**config.mk**
```make
export PLATFORM = sky130hd
export DESIGN_NAME = uart_tx_fifo_param
export DESIGN_NICKNAME = d
export VERILOG_FILES = /design/src/rtl/uart_tx_fifo_param.sv
export SDC_FILE = /design/constraint.sdc
export NUM_CORES = 1
export LEC_CHECK = 0
export CAP_MARGIN = 30
export CORE_MARGIN = 2
export CORE_UTILIZATION = 59
export DETAILED_ROUTE_END_ITERATION = 8
export PLACE_DENSITY = 0.89
export SLEW_MARGIN = 20
export SYNTH_ARGS = -nofsm -noshare
export SYNTH_HDL_FRONTEND = slang
export SYNTH_SLANG_ARGS = --single-unit
```
**constraint.sdc**
```tcl
create_clock -name i_clk -period 3.4 [get_ports i_clk]
set_clock_uncertainty 0.05 [all_clocks]
set_input_delay 0.34 -clock i_clk [delete_from_list [all_inputs] [get_ports i_clk]]
set_output_delay 0.34 -clock i_clk [all_outputs]
set_load 0.02 [all_outputs]
```
**src/rtl/uart_tx_fifo_param.sv**
```systemverilog
// Parametrised UART transmitter with an input FIFO, runtime baud prescaler,
// optional parity and 1/2 stop bits. Serial line idles high.
module uart_tx_fifo_param #(
    parameter int DATA_WIDTH  = 8,
    parameter int FIFO_DEPTH  = 4,
    parameter int PRESC_WIDTH = 8
) (
    input  logic                   i_clk,
    input  logic                   i_rst_n,
    input  logic [DATA_WIDTH-1:0]  i_p_data,
    input  logic                   i_data_valid,
    input  logic                   i_par_en,
    input  logic                   i_par_typ,
    input  logic                   i_stop2,
    input  logic [PRESC_WIDTH-1:0] i_prescale,
    output logic                   o_tx_out,
    output logic                   o_busy,
    output logic                   o_fifo_full,
    output logic                   o_fifo_empty,
    output logic                   o_overrun
);

    localparam int PTR_W = $clog2(FIFO_DEPTH);
    localparam int CNT_W = PTR_W + 1;
    localparam int BIT_W = $clog2(DATA_WIDTH);

    typedef enum logic [2:0] {
        S_IDLE,
        S_START,
        S_DATA,
        S_PARITY,
        S_STOP
    } state_t;

    logic [DATA_WIDTH-1:0]  r_mem [FIFO_DEPTH];
    logic [PTR_W-1:0]       r_wr_ptr;
    logic [PTR_W-1:0]       r_rd_ptr;
    logic [CNT_W-1:0]       r_count;
    logic                   r_full;
    logic                   r_empty;
    logic                   r_overrun;

    state_t                 r_state;
    logic [DATA_WIDTH-1:0]  r_shift;
    logic                   r_parity;
    logic                   r_par_en;
    logic                   r_stop2;
    logic                   r_stop_cnt;
    logic [PRESC_WIDTH-1:0] r_presc;
    logic [PRESC_WIDTH-1:0] r_presc_cnt;
    logic [BIT_W-1:0]       r_bit_cnt;
    logic                   r_tx;
    logic                   r_busy;

    logic [PRESC_WIDTH-1:0] w_presc_in;
    logic                   w_tick;
    logic                   w_frame_end;
    logic                   w_pop;
    logic                   w_push;
    logic [CNT_W-1:0]       w_count_next;
    logic [DATA_WIDTH-1:0]  w_head;

    assign w_presc_in  = (i_prescale == '0) ? PRESC_WIDTH'(1) : i_prescale;
    assign w_tick      = (r_presc_cnt == '0);
    assign w_frame_end = (r_state == S_STOP) && w_tick && (!r_stop2 || r_stop_cnt);
    assign w_pop       = !r_empty && ((r_state == S_IDLE) || w_frame_end);
    // A pop frees a slot in the same cycle, so a push against a full FIFO still lands.
    assign w_push      = i_data_valid && (!r_full || w_pop);
    assign w_head      = r_mem[r_rd_ptr];

    always_comb begin
        w_count_next = r_count;
        if (w_push && !w_pop) begin
            w_count_next = r_count + CNT_W'(1);
        end else if (!w_push && w_pop) begin
            w_count_next = r_count - CNT_W'(1);
        end
    end

    always_ff @(posedge i_clk) begin
        if (w_push) begin
            r_mem[r_wr_ptr] <= i_p_data;
        end
    end

    always_ff @(posedge i_clk or negedge i_rst_n) begin
        if (!i_rst_n) begin
            r_wr_ptr  <= '0;
            r_rd_ptr  <= '0;
            r_count   <= '0;
            r_full    <= 1'b0;
            r_empty   <= 1'b1;
            r_overrun <= 1'b0;
        end else begin
            if (w_push) begin
                r_wr_ptr <= r_wr_ptr + PTR_W'(1);
            end
            if (w_pop) begin
                r_rd_ptr <= r_rd_ptr + PTR_W'(1);
            end
            r_count   <= w_count_next;
            r_full    <= (w_count_next == CNT_W'(FIFO_DEPTH));
            r_empty   <= (w_count_next == '0);
            r_overrun <= i_data_valid && r_full && !w_pop;
        end
    end

    always_ff @(posedge i_clk or negedge i_rst_n) begin
        if (!i_rst_n) begin
            r_state     <= S_IDLE;
            r_shift     <= '0;
            r_parity    <= 1'b0;
            r_par_en    <= 1'b0;
            r_stop2     <= 1'b0;
            r_stop_cnt  <= 1'b0;
            r_presc     <= '0;
            r_presc_cnt <= '0;
            r_bit_cnt   <= '0;
            r_tx        <= 1'b1;
            r_busy      <= 1'b0;
        end else if (w_pop) begin
            // Frame start: word and line configuration are frozen for the whole frame.
            r_state     <= S_START;
            r_shift     <= w_head;
            r_parity    <= (^w_head) ^ i_par_typ;
            r_par_en    <= i_par_en;
            r_stop2     <= i_stop2;
            r_stop_cnt  <= 1'b0;
            r_presc     <= w_presc_in;
            r_presc_cnt <= w_presc_in - PRESC_WIDTH'(1);
            r_bit_cnt   <= '0;
            r_tx        <= 1'b0;
            r_busy      <= 1'b1;
        end else begin
            case (r_state)
                S_IDLE: begin
                    r_tx   <= 1'b1;
                    r_busy <= 1'b0;
                end
                S_START: begin
                    if (w_tick) begin
                        r_state     <= S_DATA;
                        r_tx        <= r_shift[0];
                        r_bit_cnt   <= '0;
                        r_presc_cnt <= r_presc - PRESC_WIDTH'(1);
                    end else begin
                        r_presc_cnt <= r_presc_cnt - PRESC_WIDTH'(1);
                    end
                end
                S_DATA: begin
                    if (w_tick) begin
                        r_presc_cnt <= r_presc - PRESC_WIDTH'(1);
                        if (r_bit_cnt == BIT_W'(DATA_WIDTH - 1)) begin
                            r_state <= r_par_en ? S_PARITY : S_STOP;
                            r_tx    <= r_par_en ? r_parity : 1'b1;
                        end else begin
                            r_bit_cnt <= r_bit_cnt + BIT_W'(1);
                            r_tx      <= r_shift[1];
                            r_shift   <= r_shift >> 1;
                        end
                    end else begin
                        r_presc_cnt <= r_presc_cnt - PRESC_WIDTH'(1);
                    end
                end
                S_PARITY: begin
                    if (w_tick) begin
                        r_state     <= S_STOP;
                        r_tx        <= 1'b1;
                        r_presc_cnt <= r_presc - PRESC_WIDTH'(1);
                    end else begin
                        r_presc_cnt <= r_presc_cnt - PRESC_WIDTH'(1);
                    end
                end
                S_STOP: begin
                    if (w_tick) begin
                        r_presc_cnt <= r_presc - PRESC_WIDTH'(1);
                        if (r_stop2 && !r_stop_cnt) begin
                            r_stop_cnt <= 1'b1;
                        end else begin
                            r_state <= S_IDLE;
                            r_tx    <= 1'b1;
                            r_busy  <= 1'b0;
                        end
                    end else begin
                        r_presc_cnt <= r_presc_cnt - PRESC_WIDTH'(1);
                    end
                end
                default: begin
                    r_state <= S_IDLE;
                    r_tx    <= 1'b1;
                    r_busy  <= 1'b0;
                end
            endcase
        end
    end

    assign o_tx_out     = r_tx;
    assign o_busy       = r_busy;
    assign o_fifo_full  = r_full;
    assign o_fifo_empty = r_empty;
    assign o_overrun    = r_overrun;

endmodule

```
---- After elaboration in Yosys (flattened, before gate mapping) ----
Memory sizes are Yosys's and may differ from the RTL's.
Cells that the tools add are included.
cells by class
  equal/unequal tests ..................... 16
  multiplexer cells ....................... 43
  reductions and logical operators ........ 37
  add/subtract/negate cells ............... 8
  bitwise operators ....................... 1
operators by type and width
  operator             count
  $mux 8               8
  $mux 3               14
  $sub 8x1->8 const B  3
  $ne 3x3->1 const B   7
  $mux 1               17
  $logic_not 8->1      2
  $pmux 3 s5           1
  $reduce_bool 2->1    5
  $eq 3x3->1 const B   3
  $logic_and 1x1->1    9
  $reduce_and 3->1     3
  $reduce_xor 8->1     1
  $reduce_and 7->1     1
  $add 3x1->3 const B  2
  $eq 3x2->1 const B   2
  $logic_not 1->1      6
  $logic_not 3->1      2
  $pmux 3 s2           1
  $reduce_and 5->1     1
  $add 2x1->2 const B  2
  $ne 2x2->1 const B   2
  $pmux 1 s4           1
  $reduce_and 4->1     1
  $reduce_or 4->1      1
  other kinds (8)      10
word-level totals
  RAM bits ................................ 32
  output and inout port bits .............. 5
  input bits .............................. 22
  flip-flop bits (word level) ............. 46
  memories ................................ 1
  word-level logic and storage cells ...... 123
memories
  memory  words  width  rd ports  clocked after memory_dff  write ports  line  source
  r_mem   4      8      1         0                         1            35    logic [DATA_WIDTH-1:0] r_mem [FIFO_DEPTH];

---- Longest topological paths before layout ----
Gate-level depths: netlist (run 1).
  word-level depth ........................ 12
  depth in mapped cells ................... 14
  depth with buffers taken out ............ 11

---- Worst setup path before layout (run 1) ----
Ideal clock, no wire load.
  kind .................................... register -> register
  start ................................... register r_presc_cnt[5]
  end ..................................... register r_presc_cnt[4]
  required time ........................... 3286 ps
  setup time .............................. 64 ps
  period minus slack after synthesis ...... 2695 ps
  slack ................................... 705 ps
  path buffers ............................ 2
  data arrival time ....................... 2580 ps
  stages on the path, launching flop included .. 14
  cell sequence ........................... dfrtp_1 -> nor3_2 -> a41o_1 -> and2_1 -> buf_4 -> buf_2 -> nand2_1 -> o21a_1 -> ha_1 -> nand3_1 -> o21ai_0 -> or3_1 -> o21ai_0 -> a21o_1
on the way
  word-level cells in the longest chain between the ends .. 6
  elaborated cells between the ends (all ways) .. 9
  those cells by class .................... 3 x mux; 6 x reduce/logical
RTL lines
  what                                         line  source
  start, declared                              50    logic [PRESC_WIDTH-1:0] r_presc_cnt;
  start signal, assigned                       130   r_presc_cnt <= w_presc_in - PRESC_WIDTH'(1);
  start signal, assigned                       145   r_presc_cnt <= r_presc - PRESC_WIDTH'(1);
  start signal, assigned                       147   r_presc_cnt <= r_presc_cnt - PRESC_WIDTH'(1);
  $logic_not 8->1 (*)                          64    assign w_tick = (r_presc_cnt == '0);
  $logic_and 1x1->1 (2 in series)              65    assign w_frame_end = (r_state == S_STOP) && w_tick && (!r_stop2 || r_stop_cnt);
  $logic_or 1x1->1                             66    assign w_pop = !r_empty && ((r_state == S_IDLE) || w_frame_end);
  $logic_and 1x1->1                            66
  $mux 8 or $reduce_bool 2->1 (tied branches)  n/a
Mark *: on every way between the ends. The rest lies on a longest branch, timed or not. The select of a mux whose other input is x is not followed.
A chain may end at the register's enable or synchronous reset.

---- Final worst setup path (run 1) ----
  start ................................... register r_presc_cnt[1]
  end ..................................... register r_presc_cnt[4]
on the way
  word-level cells in the longest chain between the ends .. 6
  elaborated cells between the ends (all ways) .. 10
  those cells by class .................... 1 x add/sub; 3 x mux; 6 x reduce/logical
RTL lines
  what
  branches (longest 6 deep; another with $sub 8x1->8)
Parallel ways; which one is timed is not known. The select of a mux whose other input is x is not followed.

==> results of run 1 <==
logic make-up (layout without fill, tap and decap cells):
kind of cell | after synthesis | after routing
flops | 78 | 78
simple gates | 130 | 130
mux | 9 | 9
buf+inv | 26 | 58
compound gates | 82 | 82
fa+ha+maj | 9 | 9
xor+xnor | 19 | 19
flip-flops by register name (all words and copies together) (netlist names):
name	cells
r_wr_ptr	2
r_rd_ptr	2
r_stop_cnt	1
r_parity	1
r_par_en	1
r_state	3
r_shift	8
r_presc_cnt	8
r_presc	8
r_count	3
o_fifo_empty	1
r_mem	32
o_overrun	1
r_stop2	1
o_busy	1
r_bit_cnt	3
o_tx_out	1
o_fifo_full	1
power by group through the flow:
stage	Clock (mW)	Sequential (mW)	Combinational, mW
3_5_place_dp	0	1.65	1.88
5_1_grt	0.768	1.69	2.12
4_1_cts	0.727	1.64	1.88
2_1_floorplan	0	1.53	1.57
6_report	0.711	1.65	1.89
3_3_place_gp	0	1.64	1.79
cells in the final DEF, fill, tap and decap left out, types with 4 or more instances in the layout:
cell type,Yosys,routed
clkdlybuf4s50_1,0,25
or3_1,4,4
inv_1,10,10
mux4_1,4,4
a21oi_1,20,20
nand3_1,4,4
and3_1,6,6
ha_1,9,9
clkbuf_8,1,9
dfrtp_1,44,44
edfxtp_1,32,32
a31oi_1,12,12
xnor2_1,10,10
nor2_1,31,31
and2_1,6,6
xor2_1,7,7
o21ai_0,18,18
inv_6,0,4
nand2_1,58,58
buf_4,4,4
mux4_2,4,4
worst reg2reg max path: cells and delay by family, from the launching register on:
kind | cells | cell delay [ns]
AOI/OAI and AO/OA | 4 | 1.00
adders and majority gates | 1 | 0.30
DFF | 1 | 0.42
muxes | 1 | 0.19
and+or+nand+nor | 4 | 0.87
stage by stage:
step | hold slack [ns] | worst slack (ns) | power (mW) | instances | util
3_5_place_dp | 0.223 | 0.528 | 3.53 | 445 | 0.658
5_1_grt | 0.415 | 0.188 | 4.58 | 462 | 0.691
3_3_place_gp | 0.411 | 0.677 | 3.43 | 444 | 0.655
2_1_floorplan | -0.00559 | 0.705 | 3.10 | 353 | -
6_report | 0.379 | 0.461 | 4.24 | 462 | 0.691
4_1_cts | 0.375 | 0.520 | 4.25 | 462 | 0.691
final cells by class:
cell class | instances | area, µm²
inverters | 10 | 37.5
clock inverters | 7 | 80.1
repair buffers | 32 | 315
flip-flops and latches | 78 | 2110
multi-input cells | 249 | 1650
well taps | 77 | 96.3
clock buffers | 9 | 124
fillers | 420 | 1970
routing by layer:
| layer | track usage | wire length (µm) |
|---|---|---|
| met4 | 0.0981 | 145 |
| met1 | 0.302 | 3250 |
| met5 | 0 | 0 |
| met3 | 0.0681 | 535 |
| met2 | 0.384 | 3770 |
worst max path at each step:
stage                           to  slack [ns]      startpoint  depth (start not counted)
finish              r_presc_cnt[4]        0.46  r_presc_cnt[1]                         10
global route           r_mem[3][5]        0.19  r_presc_cnt[1]                          5
CTS                 r_presc_cnt[4]        0.52  r_presc_cnt[1]                         10
detailed placement  r_presc_cnt[4]        0.53  r_presc_cnt[1]                         10
global placement    r_presc_cnt[4]        0.68  r_presc_cnt[1]                         10
floorplan           r_presc_cnt[4]        0.71  r_presc_cnt[5]                         13
what timing repair did:
item / 4_1_cts / 5_1_grt
resized for setup: 0 / 0
endpoints found under the hold margin: 14 / 0
hold buffers: 1 / 0
buffers inserted: 0 / 0
==> run metrics, run 1 <==
status=finished, final reports clean; io pins=27; H-tree depth=3; register area share after synthesis=0.542; DRT antenna net count=0; CTS tree=yes; CP required=3.61 ns; largest net degree at the start of global routing=33; Worst-path clk slew=roughly 0.090 ns; peak supply drop=between 0.0005 and 0.0006 V; Worst Setup Start Kind=flip-flop; first drt pass iteration count=5; worst r2r src=r_presc_cnt[1]; GP Congestion=0.902; DIE WIDTH=85.3 µm; fraction of layout cells with a size suffix above 1=0.0961; CP Class=reg -> reg; Clock power frac=0.168; Die Y-Extent=85.3 µm; Syn Inst Count=353; Pwr Density=961 mW/mm²; Crit. End Element=flip-flop; final worst-path cycle share=0.864; main combinational cell family by area after synthesis=simple AND/OR/NAND/NOR gates; TritonCTS Buffers=9; Layout area overhead=13.2%; async set-or-reset flop fraction in the synthesized netlist=0.590; CP max stage delay=0.51 ns; initial core utilization=0.611; Mapped Nets=approximately 380; simple-gate share of the synthesized area=0.155; reg2reg path depth=10; final wirelength=7.70 mm; Fin. Hold Viols=0; Synth Area in Adders=0.0289; post-synthesis xor/xnor area fraction=0.0465; slew margin rel.=0.491; vias in the first global route=2849; Worst path slowest cell=a41o_1; clk buf depth=2; # diodes=0; largest area contributor in the synthesized netlist=dfrtp_1; Synth Warn #=0; #FFs+latches synth=78; Worst Path Buf+Inv=0; grt total ovfl=0; reg2reg end=r_presc_cnt[4]; Fmax achieved=roughly 0.34 GHz; max-cap violations=0; EDFF count, synth=32; unrepaired setup endpoints after global routing=false; top-area cell type share of the netlist area=0.282; clock latency on the worst-skew pair=0.35 ns; setup_tns=0 ns; r2r setup slk=0.46 ns; most frequent cell after synthesis=nand2_1; area of the mapped netlist=0.00390 mm²; Slew Limit Fails=0; CP Data Arrival Time=3.14 ns; initial antenna violation count=0; Setup violations, final=0; Switching Fraction=0.407; Sw Pwr=1.73 mW; Synth top cells by count=nand2_1, dfrtp_1, edfxtp_1; # rows=29; gr usage total=0.237; combinational power share=0.444; first-pass GRT wire length=around 13 mm; syn avg cell area=about 11 µm²; vias per std cell=6.10; worst-path cell chain=nor3_2 -> a41o_1 -> and2_1 -> nand2_1 -> nand2_1 -> ha_1 -> o2111ai_1 -> mux2i_1 -> o21ai_0 -> a21o_1; type of the tightest min-delay check=in -> async; Root Driver=clkbuf_8; compound-cell area share of the yosys netlist=0.140; Yosys cell types=60; power share of the sequential group=0.388; Cell Area, Placed=0.00420 mm²; Synth Flop Type=dfrtp_1; nets=roughly 410; WL per Instance=between 15 and 20 µm; Largest delay share family, worst path=compound AO/OA/AOI/OAI gates; CTS sink cnt=78; residual DRC count=0; min Tclk post-route=2.94 ns; Synth area leaders=dfrtp_1, edfxtp_1, nand2_1; first-iteration detailed-routing DRC count=227; proportion of synthesized area in mux cells=0.0526; Leak=1.80 nW; Least-Margin Pin Slew=0.761 ns; via count=2819; post-detail-place hpwl=5.47 mm; fin area=0.00442 mm²; Core Box Area=around 0.0064 mm²; most frequent CP cell=nand2_1; CP Max Fanout=13; die footprint=0.00728 mm²; Int Pwr=2.52 mW; IO Port Bufs=26
Power figures use the tool's default switching activity.
==> run 2, diff against run 1 <==
--- a/config.mk
+++ b/config.mk
@@ -6,7 +6,6 @@
 export NUM_CORES = 1
 export LEC_CHECK = 0
 export CAP_MARGIN = 30
-export CORE_MARGIN = 2
 export CORE_UTILIZATION = 59
 export DETAILED_ROUTE_END_ITERATION = 8
 export PLACE_DENSITY = 0.89
==> run 2 against run 1 <==
Net effect:
- via count is 0.11% higher
- cell count is 0.22% higher
- hold slack better by 0.023 ns
- sequential cell count stayed put
- utilization is 0.24 points higher
- fmax hardly changed
- register-to-register slack hardly changed
- setup slack hardly changed
- combinational power hardly changed
- global-route usage is 0.18 points lower
- non-clock buffer count is 1 higher
- highest routed layer unchanged
==> run metrics, run 2 (synthesized netlist as in run 1, its figures left out) <==
status=finished, final reports clean; power share of the sequential group=0.395; vias in the first global route=2730; leading cell type in the layout, fill and taps excluded=nand2_1; Leak=around 1.8 nW; DIE WIDTH=83.3 µm; DRT antenna net count=0; WL per Instance=between 15 and 20 µm; Core Box Area=0.00635 mm²; Fmax achieved=about 0.34 GHz; Pwr Total=~4.2 mW; Layout area overhead=13.0%; post-detail-place hpwl=5.46 mm; H-tree depth=3; Die Y-Extent=83.3 µm; Crit. End Element=flip-flop; slew margin rel.=0.516; initial antenna violation count=0; die footprint=0.00694 mm²; Fin. Hold Viols=0; min Tclk post-route=2.94 ns; peak supply drop=0.000536 V; first drt pass iteration count=5; clk buf depth=2; final wirelength=7.54 mm; CP Class=reg -> reg; first-pass GRT wire length=12.8 mm; CTS tree=yes; Root Driver=clkbuf_8; worst r2r src=r_presc_cnt[1]; Switching Fraction=0.414; grt total ovfl=0; # rows=29; Slew Limit Fails=0; Int Pwr=2.44 mW; # diodes=0; type of the tightest min-delay check=in -> async; Pwr Density=about 950 mW/mm²; gr usage total=0.236; Critical path origin=r_presc_cnt[1]; fraction of layout cells with a size suffix above 1=0.0984; setup_tns=0 ns; initial core utilization=0.614; Worst path slowest cell=a41o_1; max-cap violations=0; io pins=27; max reg flops=32; vias per std cell=6.10; CP max stage delay=0.50 ns; Fin Hold WS=0.402 ns; Clock power frac=0.155; post_cts resized=0; Finished Layout Cells=approximately 460; unrepaired setup endpoints after global routing=false; GP Congestion=0.877; combinational power share=0.450; CP required=3.36 ns; residual DRC count=0; nets=412; dpl cells=446; Sw Pwr=1.73 mW; largest net degree at the start of global routing=30; first-iteration detailed-routing DRC count=between 200 and 250; worst-path cell chain=nor3_2 -> a41o_1 -> nand2_2 -> a21boi_1 -> and2_1; via count=2822; CP Data Arrival Time=2.90 ns; Biggest register=r_mem; TritonCTS Buffers=9; Setup violations, final=0; Largest delay share family, worst path=simple AND/OR/NAND/NOR gates; Worst Path Buf+Inv=0; IO Port Bufs=26; Worst-path clk slew=~0.09 ns; final worst-path cycle share=0.864; final core utilization=0.694; CP Max Fanout=16; clock latency on the worst-skew pair=around 0.35 ns; most frequent cells in the layout=nand2_1, dfrtp_1, edfxtp_1, nor2_1, clkdlybuf4s50_1; CTS sink cnt=78; Worst Setup Start Kind=flip-flop; Least-Margin Pin Slew=0.723 ns
[run 2: cell types whose count changed in the layout (fill, tap and decap cells not counted), sizes merged]
cell | previous run | this run
buf | 6 | 7
bufinv | 1 | 0
clkinvlp | 2 | 3
[run 2: worst register-to-register path, cell delays in order (launching register included)]
cell	delay [ns]
dfrtp_1	0.41
nor3_2	0.39
a41o_1	0.50
nand2_2	0.30
a21boi_1	0.49
and2_1	0.46
[run 2: final timing paths]
check	endpoint	slack [ns]	cells past startpoint
worst min-delay path	r_shift[5]	0.40	2
worst min register to register	r_stop2	0.44	2
max in group asynchronous	o_fifo_empty	2.34	3
min in group i_clk	r_stop2	0.44	2
worst max-delay path	r_mem[0][6]	0.46	5
worst max register to register	r_mem[0][6]	0.46	5
[run 2: stage by stage]
stage	setup WS (ns)	cell area [µm²]
after floorplan	0.705	3900
after detailed placement	0.535	4210
final	0.461	4410
after global placement	0.635	4190
after CTS	0.479	4410
after global routing	0.202	4410
[run 2: area by class of cell]
cell class                 instances  area [µm²]
clock buffer                       9         124
clock inverter                     7        62.6
fill                             443        1940
inverter                          10        37.5
multi-input combinational        249        1650
sequential                        78        2110
tap                               77        96.3
timing repair buffer              33         323
[run 2: per-layer routing]
layer / track usage / share of wire / up-vias
met2: 0.377 / 0.49 / 97
met5: 0 / 0 / -
met4: 0.0940 / 0.013 / 0
li1: - / - / 1342
met1: 0.321 / 0.44 / 1369
met3: 0.0437 / 0.055 / 14
[run 2: power by group through the flow]
stage	clock network (mW)	logic, mW	registers (mW)
after floorplan	0	1.57	1.53
after global placement	0	1.78	1.64
after detailed placement	0	1.87	1.66
after CTS	0.661	1.88	1.64
after global routing	0.694	2.11	1.69
final	0.646	1.88	1.65
[run 2: repair_timing]
| action | in CTS | in global routing |
|---|---|---|
| setup buffers | 0 | 0 |
| hold endpoints to repair | 17 | 0 |
| hold buffers | 1 | 0 |
